`src/rtl/tea_stream_pkg.sv`:
```
// Shared constants for the TEA stream feeder: register map, register bit
// positions and the handshake state encoding.
package tea_stream_pkg;

  localparam logic [3:0] ADDR_TX   = 4'h0;
  localparam logic [3:0] ADDR_RX   = 4'h4;
  localparam logic [3:0] ADDR_STAT = 4'h8;
  localparam logic [3:0] ADDR_CTRL = 4'hC;

  localparam int ST_TX_EMPTY   = 0;
  localparam int ST_TX_FULL    = 1;
  localparam int ST_RX_EMPTY   = 2;
  localparam int ST_RX_FULL    = 3;
  localparam int ST_BUSY       = 4;
  localparam int ST_TX_CNT_LSB = 8;
  localparam int ST_RX_CNT_LSB = 16;

  localparam int CTRL_EN     = 0;
  localparam int CTRL_IRQ_EN = 1;
  localparam int CTRL_FLUSH  = 2;

  typedef enum logic [1:0] {
    IDLE = 2'd0,
    REQ  = 2'd1,
    REL  = 2'd2
  } fsm_t;

endpackage

```
`src/rtl/tea_stream_feeder_if.sv`:
```
// APB slave bus of the TEA stream feeder, grouped so the bench and any
// future bus wrapper connect through one port.
interface tea_stream_feeder_if;
  logic        psel;
  logic        penable;
  logic        pwrite;
  logic [3:0]  paddr;
  logic [31:0] pwdata;
  logic [31:0] prdata;
  logic        pready;
  logic        pslverr;

  modport master (
    output psel, penable, pwrite, paddr, pwdata,
    input  prdata, pready, pslverr
  );

  modport slave (
    input  psel, penable, pwrite, paddr, pwdata,
    output prdata, pready, pslverr
  );
endinterface

```
`src/rtl/tea_sfifo.sv`:
```
// Synchronous 32-bit FIFO with single-cycle flush. Push while full and pop
// while empty are ignored; flush overrides both in the same cycle.
module tea_sfifo #(
  parameter int DEPTH = 4,
  parameter int AW    = $clog2(DEPTH)
) (
  input  logic          pclk,
  input  logic          prstb,
  input  logic          push,
  input  logic          pop,
  input  logic          flush,
  input  logic [31:0]   din,
  output logic [31:0]   dout,
  output logic [AW:0]   count,
  output logic          full,
  output logic          empty
);

  localparam logic [AW:0] FULL_CNT = (AW+1)'(DEPTH);

  logic [31:0]   mem [DEPTH];
  logic [AW-1:0] wr_ptr;
  logic [AW-1:0] rd_ptr;
  logic          do_push;
  logic          do_pop;

  assign full    = (count == FULL_CNT);
  assign empty   = (count == '0);
  assign do_push = push & ~full & ~flush;
  assign do_pop  = pop & ~empty & ~flush;
  assign dout    = mem[rd_ptr];

  // Pointers wrap naturally at DEPTH; simultaneous push and pop keep count.
  always_ff @(posedge pclk or negedge prstb) begin
    if (!prstb) begin
      wr_ptr <= '0;
      rd_ptr <= '0;
      count  <= '0;
    end else if (flush) begin
      wr_ptr <= '0;
      rd_ptr <= '0;
      count  <= '0;
    end else begin
      if (do_push) wr_ptr <= wr_ptr + 1'b1;
      if (do_pop)  rd_ptr <= rd_ptr + 1'b1;
      case ({do_push, do_pop})
        2'b10:   count <= count + 1'b1;
        2'b01:   count <= count - 1'b1;
        default: ;
      endcase
    end
  end

  // Storage array needs no reset; only entries below count are ever read out.
  always_ff @(posedge pclk) begin
    if (do_push) mem[wr_ptr] <= din;
  end

endmodule

```
`src/rtl/tea_stream_feeder.sv`:
```
// APB-programmable front end that streams words from a TX FIFO through a
// TEA cipher core over a four-phase req/ack handshake into an RX FIFO.
module tea_stream_feeder
  import tea_stream_pkg::*;
#(
  parameter int DEPTH    = 4,
  parameter int AW       = $clog2(DEPTH),
  parameter int ACK_SYNC = 2
) (
  input  logic                pclk,
  input  logic                prstb,
  tea_stream_feeder_if.slave  apb,
  output logic                req,
  output logic [31:0]         wdata,
  input  logic                ack,
  input  logic [31:0]         rdata,
  output logic                irq
);

  localparam logic [1:0] S_IDLE = IDLE;
  localparam logic [1:0] S_REQ  = REQ;
  localparam logic [1:0] S_REL  = REL;

  logic [1:0]  state;
  logic        enable;
  logic        irq_en;
  logic        discard;
  logic        access;
  logic        wr_tx;
  logic        rd_rx;
  logic        wr_ctrl;
  logic        flush;
  logic        launch;
  logic        rx_push;
  logic        ack_s;
  logic [31:0] tx_dout;
  logic [31:0] rx_dout;
  logic [AW:0] tx_count;
  logic [AW:0] rx_count;
  logic        tx_full;
  logic        tx_empty;
  logic        rx_full;
  logic        rx_empty;
  logic [31:0] status;
  logic [31:0] prdata_c;
  logic        pslverr_c;

  assign access  = apb.psel & apb.penable;
  assign wr_tx   = access & apb.pwrite & (apb.paddr == ADDR_TX);
  assign rd_rx   = access & ~apb.pwrite & (apb.paddr == ADDR_RX);
  assign wr_ctrl = access & apb.pwrite & (apb.paddr == ADDR_CTRL);
  assign flush   = wr_ctrl & apb.pwdata[CTRL_FLUSH];

  // A word is launched only when its result is guaranteed a slot in RX.
  assign launch  = (state == S_IDLE) & enable & ~tx_empty & ~rx_full & ~flush;
  assign rx_push = (state == S_REQ) & ack_s & ~discard;

  tea_sfifo #(.DEPTH(DEPTH), .AW(AW)) u_tx_fifo (
    .pclk  (pclk),
    .prstb (prstb),
    .push  (wr_tx),
    .pop   (launch),
    .flush (flush),
    .din   (apb.pwdata),
    .dout  (tx_dout),
    .count (tx_count),
    .full  (tx_full),
    .empty (tx_empty)
  );

  tea_sfifo #(.DEPTH(DEPTH), .AW(AW)) u_rx_fifo (
    .pclk  (pclk),
    .prstb (prstb),
    .push  (rx_push),
    .pop   (rd_rx),
    .flush (flush),
    .din   (rdata),
    .dout  (rx_dout),
    .count (rx_count),
    .full  (rx_full),
    .empty (rx_empty)
  );

  logic [ACK_SYNC:0] ack_chain;
  assign ack_chain[0] = ack;
  assign ack_s        = ack_chain[ACK_SYNC];

  generate
    if (ACK_SYNC > 0) begin : g_ack_sync
      // Shift the asynchronous ack through the synchroniser chain.
      always_ff @(posedge pclk or negedge prstb) begin
        if (!prstb) ack_chain[ACK_SYNC:1] <= '0;
        else        ack_chain[ACK_SYNC:1] <= ack_chain[ACK_SYNC-1:0];
      end
    end
  endgenerate

  // Software control bits; flush is a pulse and is never stored.
  always_ff @(posedge pclk or negedge prstb) begin
    if (!prstb) begin
      enable <= 1'b0;
      irq_en <= 1'b0;
    end else if (wr_ctrl) begin
      enable <= apb.pwdata[CTRL_EN];
      irq_en <= apb.pwdata[CTRL_IRQ_EN];
    end
  end

  // Four-phase handshake; a flush during REQ lets it finish but drops the result.
  always_ff @(posedge pclk or negedge prstb) begin
    if (!prstb) begin
      state   <= S_IDLE;
      req     <= 1'b0;
      wdata   <= '0;
      discard <= 1'b0;
    end else begin
      case (state)
        S_IDLE: begin
          if (launch) begin
            state <= S_REQ;
            req   <= 1'b1;
            wdata <= tx_dout;
          end
        end
        S_REQ: begin
          if (ack_s) begin
            state   <= S_REL;
            req     <= 1'b0;
            discard <= 1'b0;
          end else if (flush) begin
            discard <= 1'b1;
          end
        end
        S_REL: begin
          if (!ack_s) state <= S_IDLE;
        end
        default: state <= S_IDLE;
      endcase
    end
  end

  // Level interrupt, registered from the current RX occupancy.
  always_ff @(posedge pclk or negedge prstb) begin
    if (!prstb) irq <= 1'b0;
    else        irq <= irq_en & ~rx_empty;
  end

  // Assemble the STATUS word from FIFO flags and counts.
  always_comb begin
    status = '0;
    status[ST_TX_EMPTY] = tx_empty;
    status[ST_TX_FULL]  = tx_full;
    status[ST_RX_EMPTY] = rx_empty;
    status[ST_RX_FULL]  = rx_full;
    status[ST_BUSY]     = (state != S_IDLE);
    status[ST_TX_CNT_LSB +: AW+1] = tx_count;
    status[ST_RX_CNT_LSB +: AW+1] = rx_count;
  end

  // Decode the APB access phase into read data and error response.
  always_comb begin
    prdata_c  = '0;
    pslverr_c = 1'b0;
    if (access) begin
      case (apb.paddr)
        ADDR_TX: begin
          if (apb.pwrite) pslverr_c = tx_full;
          else            pslverr_c = 1'b1;
        end
        ADDR_RX: begin
          if (apb.pwrite || rx_empty) pslverr_c = 1'b1;
          else                        prdata_c  = rx_dout;
        end
        ADDR_STAT: begin
          if (apb.pwrite) pslverr_c = 1'b1;
          else            prdata_c  = status;
        end
        ADDR_CTRL: begin
          if (!apb.pwrite) prdata_c = {30'b0, irq_en, enable};
        end
        default: pslverr_c = 1'b1;
      endcase
    end
  end

  assign apb.prdata  = prdata_c;
  assign apb.pslverr = pslverr_c;
  assign apb.pready  = 1'b1;

endmodule

```
`src/flat_wrapper.sv`:
```
// flat-port wrapper written by rule: the top's interface ports become plain ports
module tea_stream_feeder_flat import tea_stream_pkg::*;
#(
  parameter int DEPTH    = 4,
  parameter int AW       = $clog2(DEPTH),
  parameter int ACK_SYNC = 2
)
  (pclk, prstb, req, wdata, ack, rdata, irq, apb_psel, apb_penable, apb_pwrite, apb_paddr, apb_pwdata, apb_prdata, apb_pready, apb_pslverr);
  tea_stream_feeder_if apb_i ();
  input  logic pclk;
  input  logic prstb;
  output logic req;
  output logic [31:0] wdata;
  input  logic ack;
  input  logic [31:0] rdata;
  output logic irq;
  input wire logic [$bits(apb_i.psel)-1:0] apb_psel;
  input wire logic [$bits(apb_i.penable)-1:0] apb_penable;
  input wire logic [$bits(apb_i.pwrite)-1:0] apb_pwrite;
  input wire logic [$bits(apb_i.paddr)-1:0] apb_paddr;
  input wire logic [$bits(apb_i.pwdata)-1:0] apb_pwdata;
  output wire logic [$bits(apb_i.prdata)-1:0] apb_prdata;
  output wire logic [$bits(apb_i.pready)-1:0] apb_pready;
  output wire logic [$bits(apb_i.pslverr)-1:0] apb_pslverr;
  assign apb_i.psel = apb_psel;
  assign apb_i.penable = apb_penable;
  assign apb_i.pwrite = apb_pwrite;
  assign apb_i.paddr = apb_paddr;
  assign apb_i.pwdata = apb_pwdata;
  assign apb_prdata = apb_i.prdata;
  assign apb_pready = apb_i.pready;
  assign apb_pslverr = apb_i.pslverr;
  tea_stream_feeder #(.DEPTH(DEPTH), .AW(AW), .ACK_SYNC(ACK_SYNC)) u_core (.pclk(pclk), .prstb(prstb), .apb(apb_i), .req(req), .wdata(wdata), .ack(ack), .rdata(rdata), .irq(irq));
endmodule
```
`config.mk`:
```
export PLATFORM = sky130hd
export DESIGN_NAME = tea_stream_feeder_flat
export DESIGN_NICKNAME = d
export VERILOG_FILES = /design/src/rtl/tea_stream_pkg.sv /design/src/rtl/tea_stream_feeder_if.sv /design/src/rtl/tea_sfifo.sv /design/src/rtl/tea_stream_feeder.sv /design/src/flat_wrapper.sv
export SDC_FILE = /design/constraint.sdc
export NUM_CORES = 1
export LEC_CHECK = 0
export CAP_MARGIN = 20
export CORE_MARGIN = 2
export CORE_UTILIZATION = 50
export CTS_BUF_LIST = sky130_fd_sc_hd__clkbuf_8
export DETAILED_ROUTE_END_ITERATION = 6
export GPL_TIMING_DRIVEN = 0
export MAX_ROUTING_LAYER = met4
export PLACE_DENSITY = 0.82
export RECOVER_POWER = 50
export SYNTH_ARGS = -nofsm -noshare
export SYNTH_HDL_FRONTEND = slang
export SYNTH_SLANG_ARGS = --single-unit
```
`constraint.sdc`:
```
create_clock -name pclk -period 6.1 [get_ports pclk]
set_input_delay 0.915 -clock pclk [delete_from_list [all_inputs] [get_ports pclk]]
set_output_delay 0.915 -clock pclk [all_outputs]
set_load 0.05 [all_outputs]
```
# After elaboration in Yosys (flattened, before gate mapping)
# Memory sizes are Yosys's and may differ from the RTL's. A register that Yosys moved wholly into a read port is not among the register bits.
# Cells that the tools add are included.
dict set report word_totals {
  ram_bits 256
  reg_bits 23
  out_inout_bits 68
  mem_count 2
}
# memory words word_bits rd rd_clocked_by_memory_dff write_ports line_no
set mem_list {}
lappend mem_list {u_core.u_rx_fifo.mem 4 32 1 0 1 tea_sfifo.sv:21} ;# logic [31:0] mem [DEPTH];
lappend mem_list {u_core.u_tx_fifo.mem 4 32 1 1 1 tea_sfifo.sv:21}
dict set report classes {
  bitwise 29
  n_mux 35
  eq_ne 14
  n_addsub 8
  n_reduce_logical 19
}
# op count
set ops {}
lappend ops {{$pmux W32 S3} 1}
lappend ops {{$mux W32} 2}
lappend ops {{$mux W2} 12}
lappend ops {{$and A1 B1 Y1} 22}
lappend ops {{$mux W19} 1}
lappend ops {{$reduce_bool A2 Y1} 7}
lappend ops {{$mux W1} 12}
lappend ops {{$pmux W3 S2} 2}
lappend ops {{$add A2 B1 Y2 const B} 4}
lappend ops {{$eq A4 B4 Y1 const B} 2}
lappend ops {{$not A1 Y1} 7}
lappend ops {{$add A3 B1 Y3 const B} 2}
lappend ops {{$eq A2 B1 Y1 const B} 3}
lappend ops {{$eq A2 B2 Y1 const B} 3}
lappend ops {{$eq A3 B3 Y1 const B} 2}
lappend ops {{$logic_not A3 Y1} 2}
lappend ops {{$mux W3} 2}
lappend ops {{$pmux W2 S3} 1}
lappend ops {{$reduce_and A3 Y1} 2}
lappend ops {{$reduce_bool A3 Y1} 2}
lappend ops {{$sub A3 B1 Y3 const B} 2}
lappend ops {{$eq A4 B3 Y1 const B} 1}
lappend ops {{$logic_not A4 Y1} 1}
lappend ops {{$ne A2 B2 Y1 const B} 2}
lappend ops {{other kinds (7)} 8}

# Depth between registers and ports, before layout
# Gate-level depths: netlist (run 1).
dict set report depth {
  ltp_word 11
  mapped_depth 11
  ltp_nobuf 9
}

# By module
# A second synthesis (run 1) with hierarchy kept.
dict set report unflattened {
  hier_cells 636
  hier_area_um2 12585.8
}
# mod seq_area_each_um2 area_each_um2 cells_each instances
set by_module_without_submodules {}
lappend by_module_without_submodules {tea_sfifo 4018.9 5230.0 233 2}
lappend by_module_without_submodules {tea_stream_feeder 1026.0 2125.8 170 1}

# Worst setup path before layout (run 1)
# OpenSTA, ideal clock, no wires.
dict set report synth_path {
  kind {input to output}
  startpoint {in apb_pwrite}
  endpoint {out apb_prdata[4]}
  arrival_ns 2.506
  n_path_buf 1
  path_stages 5
  path_slack_ns 2.679
  required_time_ns 5.185
  path_cell_list {nor3_1 and3b_1 clkbuf_1 o21ai_0 a21oi_1}
}
dict set report synth_via {
  elab_chain_cells 4
  elab_cells_between_ends 5
}
# item line_no
set synth_rtl {}
lappend synth_rtl {{from (decl)} flat_wrapper.sv:19} ;# input wire logic [$bits(apb_i.pwrite)-1:0] apb_pwrite;
lappend synth_rtl {{$logic_or A1 B1 Y1} tea_stream_feeder.sv:171} ;# if (apb.pwrite || rx_empty) pslverr_c = 1'b1;
lappend synth_rtl {{$mux W32} tea_stream_feeder.sv:171}
lappend synth_rtl {{$pmux W32 S3 (*)} tea_stream_feeder.sv:165} ;# case (apb.paddr)
lappend synth_rtl {{$mux W32 (*)} tea_stream_feeder.sv:164} ;# if (access) begin
lappend synth_rtl {{to (decl)} flat_wrapper.sv:22} ;# output wire logic [$bits(apb_i.prdata)-1:0] apb_prdata;
# Mark *: on every way between the ends. The rest lies on a longest branch, timed or not.

# Worst setup path in the final report (run 1)
# Ends and elaborated chain as after synthesis.

==> results of run 1 <==
-- cell type report --
type                       count  area (um2)  area share (%)
clock inverter                39       252.7           1.696
timing repair buffer         139        1379           9.255
inverter                       8       30.03          0.2016
antenna                        6       15.01          0.1008
clock buffer                  52       715.7           4.804
tap                          324       405.4           2.721
buffer                        31       171.4           1.151
multi-input combinational    243        2865           19.23
sequential                   311        9064           60.84
-- registers in the layout, summed over array words and instances (netlist names), 3 cells and up --
name / cells
u_core.u_rx_fifo.count: 3
u_core.u_rx_fifo.mem: 128
u_core.u_tx_fifo.count: 3
u_core.u_tx_fifo.mem: 128
u_core.wdata: 32
-- placed cells by master, fill, tap and decap left out, drive strengths merged, types with 3 or more instances in the layout --
master,n
mux4,64
diode,6
buf,13
nor2,23
clkbuf,69
or3,4
edfxtp,256
xnor2,5
ha,10
nor2b,23
o21ai,10
dfrtp,55
and2,11
clkdlybuf4s50,71
nand3,5
clkinv,22
mux2i,3
bufinv,3
nand2,8
a22oi,8
dlygate4sd3,66
a21oi,7
mux2,34
inv,20
-- cell usage after synthesis (2+ instances only) --
library cell	instances	area share [%]
edfxtp_1	256	63
mux4_2	64	12
dfrtp_1	55	11
mux2_4	27	3.3
nor2_1	23	0.71
nor2b_1	23	1.2
and2_1	11	0.56
clkbuf_1	10	0.31
ha_1	10	1.0
o21ai_0	10	0.41
buf_2	9	0.37
a22oi_1	8	0.49
a21oi_1	7	0.29
inv_1	7	0.21
mux2_2	7	0.64
nand2_1	7	0.21
xnor2_1	5	0.36
buf_4	4	0.25
nand3_1	4	0.16
buf_12	3	0.49
mux2i_1	3	0.25
or3_1	3	0.15
a32oi_1	2	0.14
and3_1	2	0.10
and4_1	2	0.14
dlygate4sd1_1	2	0.14
fa_1	2	0.33
nand2b_1	2	0.10
nand3b_1	2	0.12
nor3_1	2	0.082
xor2_1	2	0.14
-- worst max-delay path, cell delays in order --
cell and delay (ns):
clkdlybuf4s50_1 0.53, nor3_1 0.45, and3b_1 0.22, clkbuf_1 0.31, o21ai_0 0.20, a21oi_1 0.27
clkdlybuf4s50_1 0.85
-- per-stage QoR --
stage	power (mW)	instance area (um2)	utilization [%]	cells	setup WS, ns
final	5.981	14900	61.62	1153	1.429
after global placement	4.352	14030	58.02	1055	1.480
after floorplan	3.894	12240	-	593	2.679
after detailed placement	4.391	14050	58.12	1056	1.462
after CTS	6.118	15020	62.13	1147	1.444
after global routing	6.251	14890	61.60	1151	1.289
-- where the power goes --
| group | internal (mW) | switching [mW] |
|---|---|---|
| combinational | 0.737 | 0.872 |
| sequential | 2.52 | 0.131 |
| clock | 0.923 | 0.801 |
| total | 4.18 | 1.80 |
-- per-layer routing --
metal / share of wire, % / GRT usage (%) / vias to the layer above
met5: 0 / - / -
met4: 1.4 / 4.709 / 0
met3: 8.1 / 5.372 / 41
met2: 49 / 31.05 / 242
met1: 41 / 24.32 / 3092
li1: - / - / 2755
-- cell families after synthesis --
family,count (synthesis),share of synthesized area [%]
flops,311,74.05
mux,101,15.98
simple gates,90,4.375
buf+inv,39,2.055
compound gates,32,1.666
fa+ha+maj,12,1.349
xor+xnor,7,0.5009
other cells,1,0.03064
-- path summary, 6_finish.rpt --
path,endpoint,cells past startpoint,startpoint,slack (ns)
setup / recovery,apb_prdata[4],7,apb_pwrite,1.43
hold / removal,u_core.ack_chain[2],0,u_core.ack_chain[1],0.36
setup reg to reg,u_core.u_tx_fifo.count[2],11,u_core.u_rx_fifo.count[0],2.38
hold reg to reg,u_core.ack_chain[2],0,u_core.ack_chain[1],0.36
max in group asynchronous,u_core.u_rx_fifo.wr_ptr[0],2,prstb,2.93
min in group asynchronous,u_core.wdata[4],1,prstb,0.59
==> results.sh, run 1 <==
export IMPL_overflow=0
export IMPL_min_path_type="reg -> reg"
export IMPL_drt_iter0_markers=393
export IMPL_critPathKind="in -> out"
export IMPL_period_share_pct=76.58
export IMPL_drt_total_wl_um=23360
export IMPL_drive_above_1_share_pct=21.75
export IMPL_violations="capacitance limit, slew limit"
export IMPL_hold_buffers=0
export IMPL_cp_arrival_ns=3.76
export IMPL_setup_violations=0
export IMPL_ant_nets=0
export IMPL_power_density_nw_per_um2=401.4
export IMPL_dieWidth_um=160.5
export IMPL_dieHeight_um=160.5
export IMPL_async_reset_ff_share_pct=17.68
export IMPL_cap_violations=1
export IMPL_core_area_um2=24180
export IMPL_vias=6130
export IMPL_cts_tree="yes"
export IMPL_avgSynthCellArea_um2=20.64
export IMPL_cp_start_kind="primary input"
export IMPL_routedWlPerCell_um=20.26
export IMPL_fill_cells=1703
export IMPL_drt_pass1_iterations=4
export IMPL_cp_max_fo=9
export IMPL_power_leakage_nw=5.170
export IMPL_syn_nets=679
export IMPL_ios=142
export IMPL_synth_cell_types=50
export IMPL_status="finished with violations"
export IMPL_clkSinkCount=311
export IMPL_relSlewSlack_pct=-42.17
export IMPL_fin_crit_ns=4.671
export IMPL_place_gp_congestion=0.8110
export IMPL_start_util_pct=50.63
export IMPL_synth_edff_count=256
export IMPL_fin_skew_ns=0.01668
export IMPL_grt_pass1_wl_um=36860
export IMPL_yosysSeqAreaShare_pct=74.05
export IMPL_rsz0062_at_grt="false"
export IMPL_grt_pass1_vias=6593
export IMPL_hold_slack_ns=0.3626
export IMPL_drc=0
export IMPL_fmax_mhz=214.1
export IMPL_fin_tns_setup_ns=0
export IMPL_worstSetupEndpointType="primary output"
export IMPL_ys_warn_count=0
export IMPL_placementRows=57
export IMPL_worstPathRequired_ns=5.18
export IMPL_antenna_found_initial=4
export IMPL_htreeDepth=2
export IMPL_hpwl_um=14640
export IMPL_worst_pin_slew_ns=2.132
export IMPL_clockBufferDepth=3
export IMPL_synth_cells=593
export IMPL_ys_ff_latch=311
export IMPL_peakVddDrop_mv=0.2544
export IMPL_cts_resized=0
export IMPL_synth_area_um2=12240
export IMPL_grt_max_degree=37
export IMPL_nets=869
export IMPL_cts_buffers=49
export IMPL_io_buffers=138
export IMPL_via_per_inst=5.317
export IMPL_track_usage_pct=19.18
export IMPL_clkLatencyLatePin_ns=0.57
export IMPL_die_area_um2=25750
export IMPL_clockRootBuffer="clkbuf_8"
export IMPL_synth_ff_type="edfxtp_1"
export IMPL_slew_violations=37
export IMPL_syn_to_final_growth_pct=21.71
export IMPL_cts_clk_slew_worst_paths_ns=0.06
export IMPL_cts_setup_buffers=0
export IMPL_finalHoldViolations=0
(Power assumes the default switching activity.)
==> inputs of run 2 (changes only) <==
==> constraint.sdc (replaced) <==
create_clock -name pclk -period 4.9 [get_ports pclk]
set_input_delay 0.735 -clock pclk [delete_from_list [all_inputs] [get_ports pclk]]
set_output_delay 0.735 -clock pclk [all_outputs]
set_load 0.05 [all_outputs]
==> results of run 2 <==
Same layout as run 1 (identical final DEF). Status: finished with violations: capacitance limit, slew limit.
Main changes from that run: setup slack after placement 1.462 ns -> 0.6221 ns; setup slack after layout 1.429 ns -> 0.5885 ns; register-to-register setup slack 2.38 ns -> 1.18 ns; total power 5.981 mW -> 7.445 mW; worst IR drop on VDD 0.2544 mV -> 0.3167 mV
==> inputs of run 3 (changes only) <==
--- a/config.mk
+++ b/config.mk
@@ -14,6 +14,7 @@
 export MAX_ROUTING_LAYER = met4
 export PLACE_DENSITY = 0.82
 export RECOVER_POWER = 50
+export SLEW_MARGIN = 30
 export SYNTH_ARGS = -nofsm -noshare
 export SYNTH_HDL_FRONTEND = slang
 export SYNTH_SLANG_ARGS = --single-unit
==> run 3 against run 2 <==
The flow still finishes with violations (capacitance limit, slew limit). Count of clock-buffer cells in the layout did not move. Routed wire length grew 1.6%. Non-clock buffer count is 9 higher. Clock power about the same. Final area is 1.4% higher. Global-route usage up 0.19 points. Final cell count up 0.52%. Combinational power hardly changed. Sequential share of layout area decreased by 0.83 points. Flip-flop and latch count did not move. Power is essentially flat. Critical path type unchanged. Highest routed layer unchanged.
==> results.sh, run 3 (synthesized netlist as in run 1, its figures left out) <==
export IMPL_status="finished with violations"
export IMPL_violations="capacitance limit, slew limit"
export IMPL_reg_top3="u_core.u_rx_fifo.mem x128, u_core.u_tx_fifo.mem x128, u_core.wdata x32"
export IMPL_cp_arrival_ns=3.62
export IMPL_ios=142
export IMPL_critPathKind="in -> out"
export IMPL_clockBufferDepth=3
export IMPL_power_density_nw_per_um2=493.1
export IMPL_grt_pass1_wl_um=37030
export IMPL_htreeDepth=2
export IMPL_clkLatencyLatePin_ns=0.58
export IMPL_syn_to_final_growth_pct=23.40
export IMPL_setup_violations=0
export IMPL_grt_pass1_vias=6689
export IMPL_placementRows=57
export IMPL_worstSetupEndpointType="primary output"
export IMPL_start_util_pct=50.63
export IMPL_slew_violations=47
export IMPL_drc=0
export IMPL_ant_nets=0
export IMPL_drt_total_wl_um=23730
export IMPL_cts_tree="yes"
export IMPL_fin_tns_setup_ns=0
export IMPL_nets=879
export IMPL_layout_commonest_cell="edfxtp_1"
export IMPL_cts_clk_slew_worst_paths_ns=0.06
export IMPL_via_per_inst=5.351
export IMPL_die_area_um2=25750
export IMPL_cts_resized=0
export IMPL_reg2reg_slack_ns=1.21
export IMPL_seqCellArea_um2=9064
export IMPL_drive_above_1_share_pct=21.93
export IMPL_overflow=0
export IMPL_cts_buffers=50
export IMPL_drt_iter0_markers=344
export IMPL_track_usage_pct=19.37
export IMPL_finish_utilization_pct=62.47
export IMPL_fmax_mhz=229.5
export IMPL_cp_max_fo=9
export IMPL_rsz0062_at_grt="false"
export IMPL_dieWidth_um=160.5
export IMPL_fin_skew_ns=0.02408
export IMPL_layout_common_cells="edfxtp_1 (256), clkdlybuf4s50_1 (71), dlygate4sd3_1 (67)"
export IMPL_place_gp_congestion=0.8110
export IMPL_clkSinkCount=311
export IMPL_period_share_pct=88.93
export IMPL_relSlewSlack_pct=-86.96
export IMPL_fill_cells=1697
export IMPL_routedWlPerCell_um=20.47
export IMPL_grt_max_degree=47
export IMPL_antenna_found_initial=4
export IMPL_power_leakage_nw=5.264
export IMPL_min_path_type="reg -> reg"
export IMPL_peakVddDrop_mv=0.2862
export IMPL_cap_violations=1
export IMPL_fin_crit_ns=4.357
export IMPL_finalHoldViolations=0
export IMPL_cp_start_kind="primary input"
export IMPL_multi_input_area_um2=2861
export IMPL_vias=6202
export IMPL_worst_pin_slew_ns=2.804
export IMPL_hpwl_um=15520
export IMPL_drt_pass1_iterations=5
export IMPL_clockRootBuffer="clkbuf_8"
export IMPL_worstPathRequired_ns=4.16
export IMPL_dieHeight_um=160.5
export IMPL_core_area_um2=24180
export IMPL_io_buffers=138
[run 3: where the power goes]
part	switching, mW	leakage, nW	total [mW]	internal (mW)
Clock	0.987	0.542	2.13	1.15
Combinational	1.09	1.74	2.02	0.928
Sequential	0.163	2.98	3.29	3.13
[run 3: layer usage]
layer,vias to the layer above,wire [um],track usage (%)
met5,-,0,-
met4,0,359,5.201
met3,37,1949,5.398
met2,262,11810,31.33
li1,2774,-,-
met1,3129,9614,24.42
[run 3: worst paths after layout]
check                                                from                         to  cells past startpoint
worst max-delay path                           apb_pwrite              apb_prdata[4]                      7
worst min-delay path                  u_core.ack_chain[1]        u_core.ack_chain[2]                      0
worst max register to register  u_core.u_rx_fifo.count[1]  u_core.u_tx_fifo.count[2]                     11
worst min register to register        u_core.ack_chain[1]        u_core.ack_chain[2]                      0
max in group asynchronous                           prstb  u_core.u_tx_fifo.count[1]                      3
min in group asynchronous                           prstb           u_core.wdata[21]                      2
[run 3: area by class of cell]
class                           count  area share, %
Inverter                            8         0.1988
Clock inverter                     37          1.657
Clock buffer                       52          4.738
Antenna cell                        5        0.08284
Buffer                             31          1.135
Sequential cell                   311          60.01
Timing Repair Buffer              148          10.55
Multi-Input combinational cell    243          18.94
Tap cell                          324          2.684
[run 3: per-stage QoR]
step | cell area [um2] | hold WS (ns) | worst slack, ns | cells | power, mW
2_1_floorplan | 12240 | 0.3312 | 1.839 | 593 | 4.848
3_3_place_gp | 14030 | 0.3422 | 0.6404 | 1055 | 5.418
3_5_place_dp | 14270 | 0.3379 | 0.6363 | 1064 | 5.487
4_1_cts | 15240 | 0.3652 | 0.6190 | 1154 | 7.633
5_1_grt | 15100 | 0.3788 | 0.3710 | 1159 | 7.772
6_report | 15100 | 0.3644 | 0.5425 | 1159 | 7.448
[run 3: what timing repair did]
item / CTS / global route
setup buffers: 0 / 0
hold endpoints to repair: 9 / 0
hold buffers: 1 / 0
[run 3: critical path, stage by stage]
cell	delay (ns)
clkdlybuf4s50_1	0.53
nor3_1	0.46
and3b_1	0.22
clkbuf_1	0.31
o21ai_0	0.23
a21oi_1	0.28
clkdlybuf4s50_1	0.86
